$ cat src/rtl/amp_seq_if.sv
// Control and status bundle between the register bank and the amplifier power sequencer.
`timescale 1ns/1ps
interface amp_seq_if;
  logic       ena;
  logic       start;
  logic       fault;
  logic       amp_nenable;
  logic       amp_mute;
  logic       i2s_clk_en;
  logic       ready;
  logic [2:0] state_mon;

  modport master (
    output ena, start, fault,
    input  amp_nenable, amp_mute, i2s_clk_en, ready, state_mon
  );

  modport slave (
    input  ena, start, fault,
    output amp_nenable, amp_mute, i2s_clk_en, ready, state_mon
  );
endinterface

$ cat src/rtl/amp_seq.sv
// Amplifier power-up/shutdown sequencer: orders enable, I2S clock gating and mute,
// with a synchronised fault input that forces safe outputs.
`timescale 1ns/1ps
module amp_seq #(
  parameter int unsigned TICK_DIV = 12000,
  parameter int unsigned T_EN     = 10,
  parameter int unsigned T_CLK    = 5,
  parameter int unsigned T_MUTE   = 5
) (
  input  logic      clk,
  input  logic      resetb,
  amp_seq_if.slave  bus
);

  localparam logic [15:0] DIV_M1  = 16'(TICK_DIV - 1);
  localparam logic [7:0]  EN_W    = 8'(T_EN);
  localparam logic [7:0]  CLK_W   = 8'(T_CLK);
  localparam logic [7:0]  MUTE_W  = 8'(T_MUTE);

  typedef enum logic [2:0] {
    S_OFF   = 3'd0,
    S_PWRUP = 3'd1,
    S_CLKUP = 3'd2,
    S_PLAY  = 3'd3,
    S_MUTE  = 3'd4,
    S_CLKDN = 3'd5,
    S_FAULT = 3'd7
  } state_t;

  state_t      state;
  state_t      state_nxt;
  logic        fault_meta;
  logic        sync_fault;
  logic [15:0] pre_cnt;
  logic [7:0]  tick_cnt;
  logic        req;
  logic [7:0]  dwell;
  logic        done;
  logic        nen_nxt;
  logic        mute_nxt;
  logic        clk_en_nxt;

  assign req = bus.start & bus.ena;

  // Dwell length of the current timed state, in ticks.
  always_comb begin
    dwell = EN_W;
    case (state)
      S_CLKUP: dwell = CLK_W;
      S_MUTE:  dwell = MUTE_W;
      default: dwell = EN_W;
    endcase
  end

  // Last cycle of the dwell: final prescaler count of the final tick.
  assign done = (pre_cnt == DIV_M1) && (tick_cnt == (dwell - 8'd1));

  // Next-state logic; a synchronised fault overrides everything else.
  always_comb begin
    state_nxt = state;
    if (sync_fault) begin
      state_nxt = S_FAULT;
    end else begin
      case (state)
        S_OFF:   if (req) state_nxt = S_PWRUP;
        S_PWRUP: if (!req) state_nxt = S_OFF;   else if (done) state_nxt = S_CLKUP;
        S_CLKUP: if (!req) state_nxt = S_CLKDN; else if (done) state_nxt = S_PLAY;
        S_PLAY:  if (!req) state_nxt = S_MUTE;
        S_MUTE:  if (done) state_nxt = S_CLKDN;
        S_CLKDN: if (done) state_nxt = S_OFF;
        S_FAULT: if (!req) state_nxt = S_OFF;
        default: state_nxt = S_OFF;
      endcase
    end
  end

  // Output decode of the upcoming state so the registered outputs track the state register.
  always_comb begin
    nen_nxt    = 1'b1;
    mute_nxt   = 1'b1;
    clk_en_nxt = 1'b0;
    case (state_nxt)
      S_PWRUP: nen_nxt = 1'b0;
      S_CLKUP, S_MUTE: begin
        nen_nxt    = 1'b0;
        clk_en_nxt = 1'b1;
      end
      S_PLAY: begin
        nen_nxt    = 1'b0;
        mute_nxt   = 1'b0;
        clk_en_nxt = 1'b1;
      end
      S_CLKDN: nen_nxt = 1'b0;
      default: begin
        nen_nxt    = 1'b1;
        mute_nxt   = 1'b1;
        clk_en_nxt = 1'b0;
      end
    endcase
  end

  always_ff @(posedge clk or negedge resetb) begin
    if (!resetb) begin
      state           <= S_OFF;
      fault_meta      <= 1'b0;
      sync_fault      <= 1'b0;
      pre_cnt         <= 16'd0;
      tick_cnt        <= 8'd0;
      bus.amp_nenable <= 1'b1;
      bus.amp_mute    <= 1'b1;
      bus.i2s_clk_en  <= 1'b0;
      bus.ready       <= 1'b0;
      bus.state_mon   <= 3'd0;
    end else begin
      fault_meta      <= bus.fault;
      sync_fault      <= fault_meta;
      state           <= state_nxt;
      bus.amp_nenable <= nen_nxt;
      bus.amp_mute    <= mute_nxt;
      bus.i2s_clk_en  <= clk_en_nxt;
      bus.ready       <= (state_nxt == S_PLAY);
      bus.state_mon   <= 3'(state_nxt);
      // Timer restarts on every state entry; both counters saturate instead of wrapping.
      if (state_nxt != state) begin
        pre_cnt  <= 16'd0;
        tick_cnt <= 8'd0;
      end else if (pre_cnt >= DIV_M1) begin
        pre_cnt  <= 16'd0;
        if (tick_cnt != 8'hFF) tick_cnt <= tick_cnt + 8'd1;
      end else if (pre_cnt != 16'hFFFF) begin
        pre_cnt  <= pre_cnt + 16'd1;
      end
    end
  end

endmodule

$ cat src/flat_wrapper.sv
// flat-port wrapper written by rule: the top's interface ports become plain ports
module amp_seq_flat 
#(
  parameter int unsigned TICK_DIV = 12000,
  parameter int unsigned T_EN     = 10,
  parameter int unsigned T_CLK    = 5,
  parameter int unsigned T_MUTE   = 5
)
  (clk, resetb, bus_ena, bus_start, bus_fault, bus_amp_nenable, bus_amp_mute, bus_i2s_clk_en, bus_ready, bus_state_mon);
  amp_seq_if bus_i ();
  input  logic clk;
  input  logic resetb;
  input wire logic [$bits(bus_i.ena)-1:0] bus_ena;
  input wire logic [$bits(bus_i.start)-1:0] bus_start;
  input wire logic [$bits(bus_i.fault)-1:0] bus_fault;
  output wire logic [$bits(bus_i.amp_nenable)-1:0] bus_amp_nenable;
  output wire logic [$bits(bus_i.amp_mute)-1:0] bus_amp_mute;
  output wire logic [$bits(bus_i.i2s_clk_en)-1:0] bus_i2s_clk_en;
  output wire logic [$bits(bus_i.ready)-1:0] bus_ready;
  output wire logic [$bits(bus_i.state_mon)-1:0] bus_state_mon;
  assign bus_i.ena = bus_ena;
  assign bus_i.start = bus_start;
  assign bus_i.fault = bus_fault;
  assign bus_amp_nenable = bus_i.amp_nenable;
  assign bus_amp_mute = bus_i.amp_mute;
  assign bus_i2s_clk_en = bus_i.i2s_clk_en;
  assign bus_ready = bus_i.ready;
  assign bus_state_mon = bus_i.state_mon;
  amp_seq #(.TICK_DIV(TICK_DIV), .T_EN(T_EN), .T_CLK(T_CLK), .T_MUTE(T_MUTE)) u_core (.clk(clk), .resetb(resetb), .bus(bus_i));
endmodule
$ cat config.mk
export PLATFORM = sky130hd
export DESIGN_NAME = amp_seq_flat
export DESIGN_NICKNAME = d
export VERILOG_FILES = /design/src/rtl/amp_seq_if.sv /design/src/rtl/amp_seq.sv /design/src/flat_wrapper.sv
export SDC_FILE = /design/constraint.sdc
export NUM_CORES = 1
export LEC_CHECK = 0
export CELL_PAD_IN_SITES_DETAIL_PLACEMENT = 0
export CELL_PAD_IN_SITES_GLOBAL_PLACEMENT = 2
export CORE_ASPECT_RATIO = 1.25
export CORE_MARGIN = 2
export CORE_UTILIZATION = 34
export CTS_CLUSTER_SIZE = 14
export DETAILED_ROUTE_END_ITERATION = 8
export PLACE_DENSITY_LB_ADDON = 0.1
export SYNTH_ARGS = -nofsm -noshare
export SYNTH_HDL_FRONTEND = slang
export SYNTH_SLANG_ARGS = --single-unit
$ cat constraint.sdc
create_clock -name clk -period 2.12 [get_ports clk]
set_input_delay 0.424 -clock clk [delete_from_list [all_inputs] [get_ports clk]]
set_output_delay 0.424 -clock clk [all_outputs]
set_load 0.05 [all_outputs]
==> results.yml, run 1 <==
run_status:
  status: "finished, violations left"
  violations: "setup timing"
cells_and_area:
  fin_nets: 243
  fin_area_mm2: 0.00240
  seqCellArea_um2: 830
  fillers: 537
  post-route-util_pct: 44.4
  layout-drive-gt1-share_pct: 27.0
  area_growth_syn_to_layout_pct: 26.9
  multi_input_area_mm2: 0.00102
  final-instance-count-excl-fill: 301
  n_antenna_cell: 0
critical_path:
  worstPathArrival_ns: 2.40
  crit_type: "reg -> reg"
  cp-startpoint: "u_core.pre_cnt[15]"
  cp_slowest_stage_delay_ns: 0.55
  slowest_stage: "or4_4"
  crit_path_start_kind: "flop"
  path_cells: "or4_1 -> or4_4 -> a211oi_4 -> buf_6 -> a21oi_2 -> a211o_1"
  r2r_start: "u_core.pre_cnt[15]"
  crit_required_ns: 2.29
  endpoint_kind: "flop"
  crit_fanout: 6
logic_synthesis:
  synthFlopType: "dfrtp_1"
  synth-edff-count: 0
  ys_top_cells_by_area: "dfrtp_1 41%, xor2_1 5.6%, nor3_1 4.0%"
  ys.warnings.count: 0
  seq_area_frac_synth_pct: 43.8
  synthArstFlopShare_pct: 100
  avgSynthCellArea_um2: 9.51
  synth_top_area_cell: "dfrtp_1"
  netlist_instances: 199
  synthesis.area_mm2: 0.00189
  ys_seq_elements: 33
  synth_top_area_share_pct: 41.0
  synth_cell_type_count: 53
clock_network:
  clkLatencyLatePin_ns: 0.29
  cts-root-buf: "clkbuf_8"
  cts_tree: "yes"
  cts_buffer_depth: 2
  cts_sinks: 33
  htree_levels: 2
  cts_buffers: 5
  cts_hold_buffers: 0
  clkTransAtPathRegs_ns: 0.08
global_route:
  antenna_found_initial: 0
  grt_max_degree: 15
  globalRouteOverflowTotal: 0
  grt_pass1_wl_um: 7940
  grt_pass1_vias: 1722
  track_usage_pct: 16.2
die:
  num_io_pins: 12
  core_area_mm2: 0.00541
  die_w_um: 70.7
  die_h_um: 87.4
  die-area_mm2: 0.00618
  fp-row-count: 30
  start_util_pct: 35.0
power_and_ir_drop:
  internal_power_mw: 0.991
  power.total_mw: 1.41
  pwr-share-clk_pct: 34.0
  combPwrFrac_pct: 18.1
  seqPwrFrac_pct: 47.9
  ir_worst_vdd_mv: 0.271
  p_switching_mw: 0.419
  powerDensity_mw_per_mm2: 587
  p_sw_share_pct: 29.7
  power.leakage_nw: 0.960
timing:
  clock-skew-final_ns: 0.0116
  max_freq_mhz: 448
  rsz0062_at_grt: "true"
  setup_viol: 28
  period_share_pct: 105
  period_needed_ns: 2.23
  relSlewSlack_pct: 58.1
  worst_pin_slew_ns: 0.624
  finalWorstSetupSlack_ns: -0.111
  hold_viol: 0
  drv_slew: 0
placement:
  dpl.cell_count: 293
  dp_worst_setup_slack_ns: -0.122
  globalplace.congestion: 0.783
  port_buffers: 11
  placed_area_mm2: 0.00230
  place_hpwl_um: 3500
job:
  cap_violations: 0
detailed_routing:
  ant_nets: 0
  totalWireLength_um: 4560
  drtIter0Drc: 106
  viasPerCell: 5.47
  num_vias: 1646
  drc: 0
  firstDrtPassIters: 4
  routedWlPerCell_um: 15.2
hold_path:
  min_from: "u_core.fault_meta"
  hold_path.class: "reg -> reg"
[timing repair]
item,CTS,global route
buffers inserted,0,0
endpoints found under the setup margin,29,29
pin swaps,1,1
resized for setup,1,5
endpoints found under the hold margin,0,0
[path summary, 6_finish.rpt]
check	to	slack, ns	depth (start not counted)
setup reg to reg	u_core.bus.state_mon[2]	-0.11	6
setup / recovery	u_core.bus.state_mon[2]	-0.11	6
min in group asynchronous	u_core.sync_fault	0.44	1
hold / removal	u_core.sync_fault	0.36	0
hold reg to reg	u_core.sync_fault	0.36	0
max in group asynchronous	u_core.pre_cnt[13]	1.13	2
[per-stage QoR]
| step | TNS (ns) | hold slack (ns) |
|---|---|---|
| global route | -3.41 | 0.360 |
| finish | -1.30 | 0.355 |
| detailed placement | -1.39 | 0.339 |
| floorplan | -2.20 | 0.128 |
| CTS | -1.96 | 0.358 |
| global placement | -0.962 | 0.334 |
[placed cells by master (no fill, tap or decap), drive strengths merged, types with 3 or more instances in the layout]
master / instances
and3: 4
nand4: 10
a21oi: 5
xor2: 12
nand3: 8
buf: 35
a211o: 3
xnor2: 5
clkbuf: 5
nor2: 16
or4: 4
a31oi: 4
clkdlybuf4s50: 8
o21ai: 8
nand2: 13
a211oi: 3
clkinvlp: 3
o31ai: 3
dfrtp: 31
o2111ai: 5
nor3: 15
[critical path: cells and delay by family (launching register included)]
family	cells	cell delay [ns]
compound gates	3	0.52
buf+inv	1	0.16
simple gates	2	1.05
flops	1	0.39
[synth_stat cells, drive strengths merged, types with 5 or more instances]
cell / instances
nand4: 10
a21oi: 5
dfrtp: 31
nand3: 8
o2111ai: 5
nor2: 16
clkbuf: 10
xor2: 12
o21ai: 8
xnor2: 5
nor3: 15
nand2: 13
[cell families (layout without fill, tap and decap cells)]
kind of cell / after synthesis / after routing / synth area share [%]
compound gates: 44 / 44 / 18.1
fa+ha+maj: 2 / 2 / 1.32
xor+xnor: 17 / 17 / 7.87
mux: 1 / 1 / 0.529
simple gates: 85 / 85 / 24.2
other cells: 1 / 2 / 0.198
buf+inv: 16 / 53 / 4.03
flops: 33 / 33 / 43.8
[power by group through the flow]
stage | combinational [mW] | sequential (mW) | clock, mW
after floorplan | 0.125 | 0.713 | 0
after global placement | 0.250 | 0.687 | 0
after detailed placement | 0.254 | 0.687 | 0
after CTS | 0.256 | 0.675 | 0.504
after global routing | 0.277 | 0.680 | 0.528
final | 0.255 | 0.675 | 0.479
[sequential cells by signal (all words and copies together) (netlist names)]
name and count:
u_core.sync_fault 1, u_core.bus.ready 1, u_core.pre_cnt 16, u_core.bus.amp_mute 1, u_core.bus.state_mon 3, u_core.tick_cnt 8, u_core.bus.i2s_clk_en 1, u_core.bus.amp_nenable 1
u_core.fault_meta 1
[final cells by class]
class	instances	area share [%]
multi-input combinational	151	42.5
sequential	33	34.5
timing repair buffer	43	15.5
tap	64	3.34
clock buffer	5	2.87
clock inverter	3	0.938
inverter	2	0.313
[layer usage]
layer / global-route usage, % / routed length, um
met1: 17.7 / 1990
met2: 29.8 / 2370
met3: 3.36 / 89
met4: 7.38 / 115
met5: 0 / 0
Power figures use the tool's default switching activity.
==> run 2, diff against run 1 <==
--- a/config.mk
+++ b/config.mk
@@ -7,10 +7,10 @@
 export LEC_CHECK = 0
 export CELL_PAD_IN_SITES_DETAIL_PLACEMENT = 0
 export CELL_PAD_IN_SITES_GLOBAL_PLACEMENT = 2
-export CORE_ASPECT_RATIO = 1.25
+export CORE_ASPECT_RATIO = 1.2
 export CORE_MARGIN = 2
 export CORE_UTILIZATION = 34
-export CTS_CLUSTER_SIZE = 14
+export CTS_CLUSTER_SIZE = 12
 export DETAILED_ROUTE_END_ITERATION = 8
 export PLACE_DENSITY_LB_ADDON = 0.1
 export SYNTH_ARGS = -nofsm -noshare
==> run 2 against run 1 <==
The run still ends with setup timing left. Worst setup slack worse by 0.0072 ns. Count of clock-buffer cells in the layout grew 2. Sequential share of layout area about the same. First-iteration DRC count is 22% higher. Die area hardly changed. Final cell count down 3.7%. Clock power is 0.8% lower. Global-route usage up 0.058 points. Power increased by 1.8%. Critical endpoint is now u_core.pre_cnt[12]. Largest power group unchanged.
==> results.yml, run 2 (synthesized netlist as in run 1, its figures left out) <==
run_status:
  status: "finished, violations left"
  violations: "setup timing"
clock_network:
  clkLatencyLatePin_ns: 0.28
  cts_hold_buffers: 0
  cts_sinks: 33
  cts_buffers: 5
  htree_levels: 2
  clkTransAtPathRegs_ns: 0.07
  cts-root-buf: "clkbuf_8"
  cts_tree: "yes"
  cts_buffer_depth: 2
critical_path:
  path_buf_inv: 1
  r2r_cells: 6
  cp_slowest_stage_delay_ns: 0.55
  crit_top_cell: "or4_4"
  crit_type: "reg -> reg"
  cp.depth: 6
  endpoint_kind: "flop"
  crit_required_ns: 2.27
  crit_fanout: 7
  path_cells: "or4_4 -> or4_4 -> a211oi_4 -> o21a_4 -> clkbuf_16 -> a2111oi_1"
  slowest_stage: "or4_4"
  crit_path_start_kind: "flop"
  critPathTopFamily: "simple AND/OR/NAND/NOR gates"
  worstPathArrival_ns: 2.39
detailed_routing:
  drtIter0Drc: 129
  ant_nets: 0
  routedWlPerCell_um: 16.0
  num_vias: 1663
  firstDrtPassIters: 4
  drc: 0
  viasPerCell: 5.73
  totalWireLength_um: 4650
global_route:
  grt_max_degree: 34
  grt_pass1_wl_um: 7890
  grt_pass1_vias: 1700
  antenna_found_initial: 0
  track_usage_pct: 16.2
  globalRouteOverflowTotal: 0
cells_and_area:
  n_antenna_cell: 0
  area_growth_syn_to_layout_pct: 26.8
  top_register: "u_core.pre_cnt"
  layout-drive-gt1-share_pct: 26.8
  final-instance-count-excl-fill: 290
  largest_registers: "u_core.pre_cnt: 16 flops, u_core.tick_cnt: 8 flops, u_core.bus.state_mon: 3 flops"
  final_common_cell: "dfrtp_1"
  layout_common_cells: "30 x dfrtp_1, 23 x buf_4, 13 x nand2_1"
  largest_reg_flops: 16
  fin_area_mm2: 0.00240
  fin_nets: 235
placement:
  placed_area_mm2: 0.00221
  globalplace.congestion: 0.806
  dp_worst_setup_slack_ns: -0.145
  port_buffers: 11
  place_hpwl_um: 3260
  dpl.cell_count: 281
timing:
  period_needed_ns: 2.24
  clock-skew-final_ns: 0.00871
  rsz0062_at_grt: "true"
  finalWorstSetupSlack_ns: -0.119
  max_freq_mhz: 447
  drv_slew: 0
  finalSetupTns_ns: -2.30
  setup_viol: 27
  period_share_pct: 106
  hold_viol: 0
power_and_ir_drop:
  ir_worst_vdd_mv: 0.240
  power.leakage_nw: 0.951
  powerDensity_mw_per_mm2: 599
die:
  die_w_um: 72.1
  die_h_um: 85.7
  fp-row-count: 29
  core_area_mm2: 0.00533
  start_util_pct: 35.5
  die-area_mm2: 0.00618
  num_io_pins: 12
hold_path:
  whs_path_depth: 0
  hold_path.class: "reg -> reg"
job:
  cap_violations: 0
run 2: cell count changes in the layout (fill, tap and decap cells not counted), sizes merged:
cell	previous run	this run
buf	35	26
clkinvlp	3	0
clkbuf	5	8
run 2: final timing paths:
kind / from / to / slack (ns)
max: u_core.pre_cnt[12] / u_core.pre_cnt[12] / -0.12
min: u_core.fault_meta / u_core.sync_fault / 0.34
max reg2reg: u_core.pre_cnt[12] / u_core.pre_cnt[12] / -0.12
min reg2reg: u_core.fault_meta / u_core.sync_fault / 0.34
max in group asynchronous: resetb / u_core.bus.amp_nenable / 1.24
min in group asynchronous: resetb / u_core.bus.ready / 0.55
run 2: through the flow:
stage               power [mW]  hold WS [ns]  utilization, %
finish                    1.44         0.344            45.0
global route              1.51         0.372            45.0
CTS                       1.42         0.347            43.7
detailed placement       0.928         0.339            41.4
global placement         0.923         0.335            41.4
floorplan                0.838         0.128               -
run 2: power breakdown:
| group | leakage, nW | internal (mW) | switching, mW |
|---|---|---|---|
| sequential | 0.433 | 0.651 | 0.0210 |
| combinational | 0.474 | 0.122 | 0.167 |
| clock | 0.0443 | 0.258 | 0.217 |
| total | 0.951 | 1.03 | 0.405 |
run 2: metal layers:
metal  vias up  wire length [um]  global-route usage [%]
li1        799                 -                       -
met1       831              1990                    18.9
met2        26              2460                    28.9
met3         7               134                    2.94
met4         0                70                    6.86
met5         -                 0                       0
run 2: area by class of cell:
cell class                      instances  area (um2)
Fill cell                             511        2940
Inverter                                2        7.51
Clock buffer                            7        86.3
Sequential cell                        33         830
Multi-Input combinational cell        151        1070
Tap cell                               62        77.6
Timing Repair Buffer                   35         329
run 2: what timing repair did:
action,in CTS,in global routing
pin swaps,1,4
gates resized for setup,7,9
gates cloned,0,1
buffers inserted,1,0
endpoints found under the setup margin,29,29
==> run 3, diff against run 2 <==
==> constraint.sdc (replaced) <==
create_clock -name clk -period 2.12 [get_ports clk]
set_input_delay 0.636 -clock clk [delete_from_list [all_inputs] [get_ports clk]]
set_output_delay 0.636 -clock clk [all_outputs]
set_load 0.05 [all_outputs]
==> run 3 against run 2 <==
The run still ends with setup timing left. Final cell count is 1.0% higher. Sequential cell count did not move. Via count is 0.24% lower. Final area grew 2.0%. Power rose by 2.8%. Routed wire length decreased by 0.58%. Worst hold slack better by 0.0096 ns. Clock power increased by 8.4%. First-iteration DRC count grew 13%. Clock skew decreased by 0.0021 ns. Largest cell class unchanged. Largest power group unchanged. Highest routed layer unchanged.
==> results.yml, run 3 (synthesized netlist as in run 1, its figures left out) <==
critical_path:
  worstPathArrival_ns: 2.37
  slowest_stage: "or4_4"
  crit_required_ns: 2.29
  crit_fanout: 6
  crit_path_start_kind: "flop"
  endpoint_kind: "flop"
  crit_type: "reg -> reg"
  path_cells: "or4_1 -> or4_4 -> a211oi_4 -> buf_6 -> a21oi_2 -> a211o_1"
  r2r_cells: 6
  cp_slowest_stage_delay_ns: 0.55
clock_network:
  cts_tree: "yes"
  clkLatencyLatePin_ns: 0.28
  cts_buffers: 5
  cts-root-buf: "clkbuf_8"
  cts_hold_buffers: 0
  cts_sinks: 33
  clkTransAtPathRegs_ns: 0.07
  cts_buffer_depth: 2
  htree_levels: 2
die:
  die_h_um: 85.7
  die_w_um: 72.1
  core_area_mm2: 0.00533
  die-area_mm2: 0.00618
  start_util_pct: 35.5
  num_io_pins: 12
  fp-row-count: 29
cells_and_area:
  fin_area_mm2: 0.00245
  area_growth_syn_to_layout_pct: 29.4
  n_antenna_cell: 0
  fin_nets: 237
  top_register: "u_core.pre_cnt"
  layout-drive-gt1-share_pct: 32.0
  layout_common_cells: "30 x dfrtp_1, 23 x buf_4, 13 x nand2_1"
  largest_registers: "u_core.pre_cnt: 16 flops, u_core.tick_cnt: 8 flops, u_core.bus.state_mon: 3 flops"
  final_common_cell: "dfrtp_1"
  largest_reg_flops: 16
global_route:
  track_usage_pct: 16.4
  globalRouteOverflowTotal: 0
  antenna_found_initial: 0
  grt_max_degree: 34
  grt_pass1_vias: 1695
  grt_pass1_wl_um: 7930
power_and_ir_drop:
  power.leakage_nw: 0.961
  ir_worst_vdd_mv: 0.250
  powerDensity_mw_per_mm2: 603
detailed_routing:
  num_vias: 1659
  totalWireLength_um: 4620
  viasPerCell: 5.66
  firstDrtPassIters: 4
  routedWlPerCell_um: 15.8
  drtIter0Drc: 146
  ant_nets: 0
  drc: 0
timing:
  finalWorstSetupSlack_ns: -0.0851
  max_freq_mhz: 454
  hold_slack_ns: 0.353
  period_needed_ns: 2.21
  clock-skew-final_ns: 0.00662
  period_share_pct: 104
  setup_viol: 26
  drv_slew: 0
  hold_viol: 0
  rsz0062_at_grt: "true"
run_status:
  status: "finished, violations left"
  violations: "setup timing"
placement:
  dp_worst_setup_slack_ns: -0.226
  placed_area_mm2: 0.00222
  place_hpwl_um: 3260
  port_buffers: 11
  globalplace.congestion: 0.811
hold_path:
  hold_path.class: "reg -> reg"
  whs_path_depth: 0
job:
  cap_violations: 0
==> run 3: final cells by class <==
cell class	instances	area, um2
repair buffers	37	344
well taps	62	77.6
fillers	508	2890
clock buffers	7	96.3
flip-flops and latches	33	830
inverters	2	7.51
clock inverters	1	5.00
multi-input cells	151	1090
==> run 3: routing by layer <==
layer	global-route usage, %	part of all wire, %	wire, um	vias up
met5	0	0	0	-
met3	3.17	2.6	122	6
met2	30.1	54	2510	31
li1	-	-	-	799
met4	5.66	1.3	59	0
met1	18.6	42	1930	823
==> run 3: repair_timing <==
item | CTS | global route
pin swaps | 6 | 4
endpoints found under the setup margin | 22 | 29
resized for setup | 13 | 12
buffers inserted | 2 | 1
==> run 3: final timing paths <==
check                                    from                      end  slack (ns)
setup / recovery           u_core.pre_cnt[12]  u_core.bus.state_mon[2]       -0.09
hold / removal              u_core.fault_meta        u_core.sync_fault        0.35
setup reg to reg           u_core.pre_cnt[12]  u_core.bus.state_mon[2]       -0.09
hold reg to reg             u_core.fault_meta        u_core.sync_fault        0.35
max in group asynchronous              resetb      u_core.bus.amp_mute        1.03
min in group asynchronous              resetb  u_core.bus.state_mon[1]        0.76
==> run 3: power breakdown <==
group | internal, mW | leakage, nW | switching (mW)
Combinational | 0.122 | 0.474 | 0.168
Sequential | 0.652 | 0.433 | 0.0194
Clock | 0.293 | 0.0542 | 0.222
==> run 3: metrics by stage <==
step / setup TNS [ns] / power (mW) / utilization, % / instances
3_3_place_gp: -1.71 / 0.933 / 41.7 / 282
5_1_grt: -3.65 / 1.56 / 45.9 / 293
3_5_place_dp: -2.46 / 0.935 / 41.7 / 282
4_1_cts: -1.66 / 1.48 / 44.9 / 292
2_1_floorplan: -2.20 / 0.838 / - / 200
6_report: -1.57 / 1.48 / 45.9 / 293
==> run 3: worst max-delay path: cells and delay by family, from the launching register on <==
kind,cells,cell delay [ns]
and+or+nand+nor,2,1.07
AOI/OAI and AO/OA,3,0.50
DFF,1,0.38
buffers and inverters,1,0.15
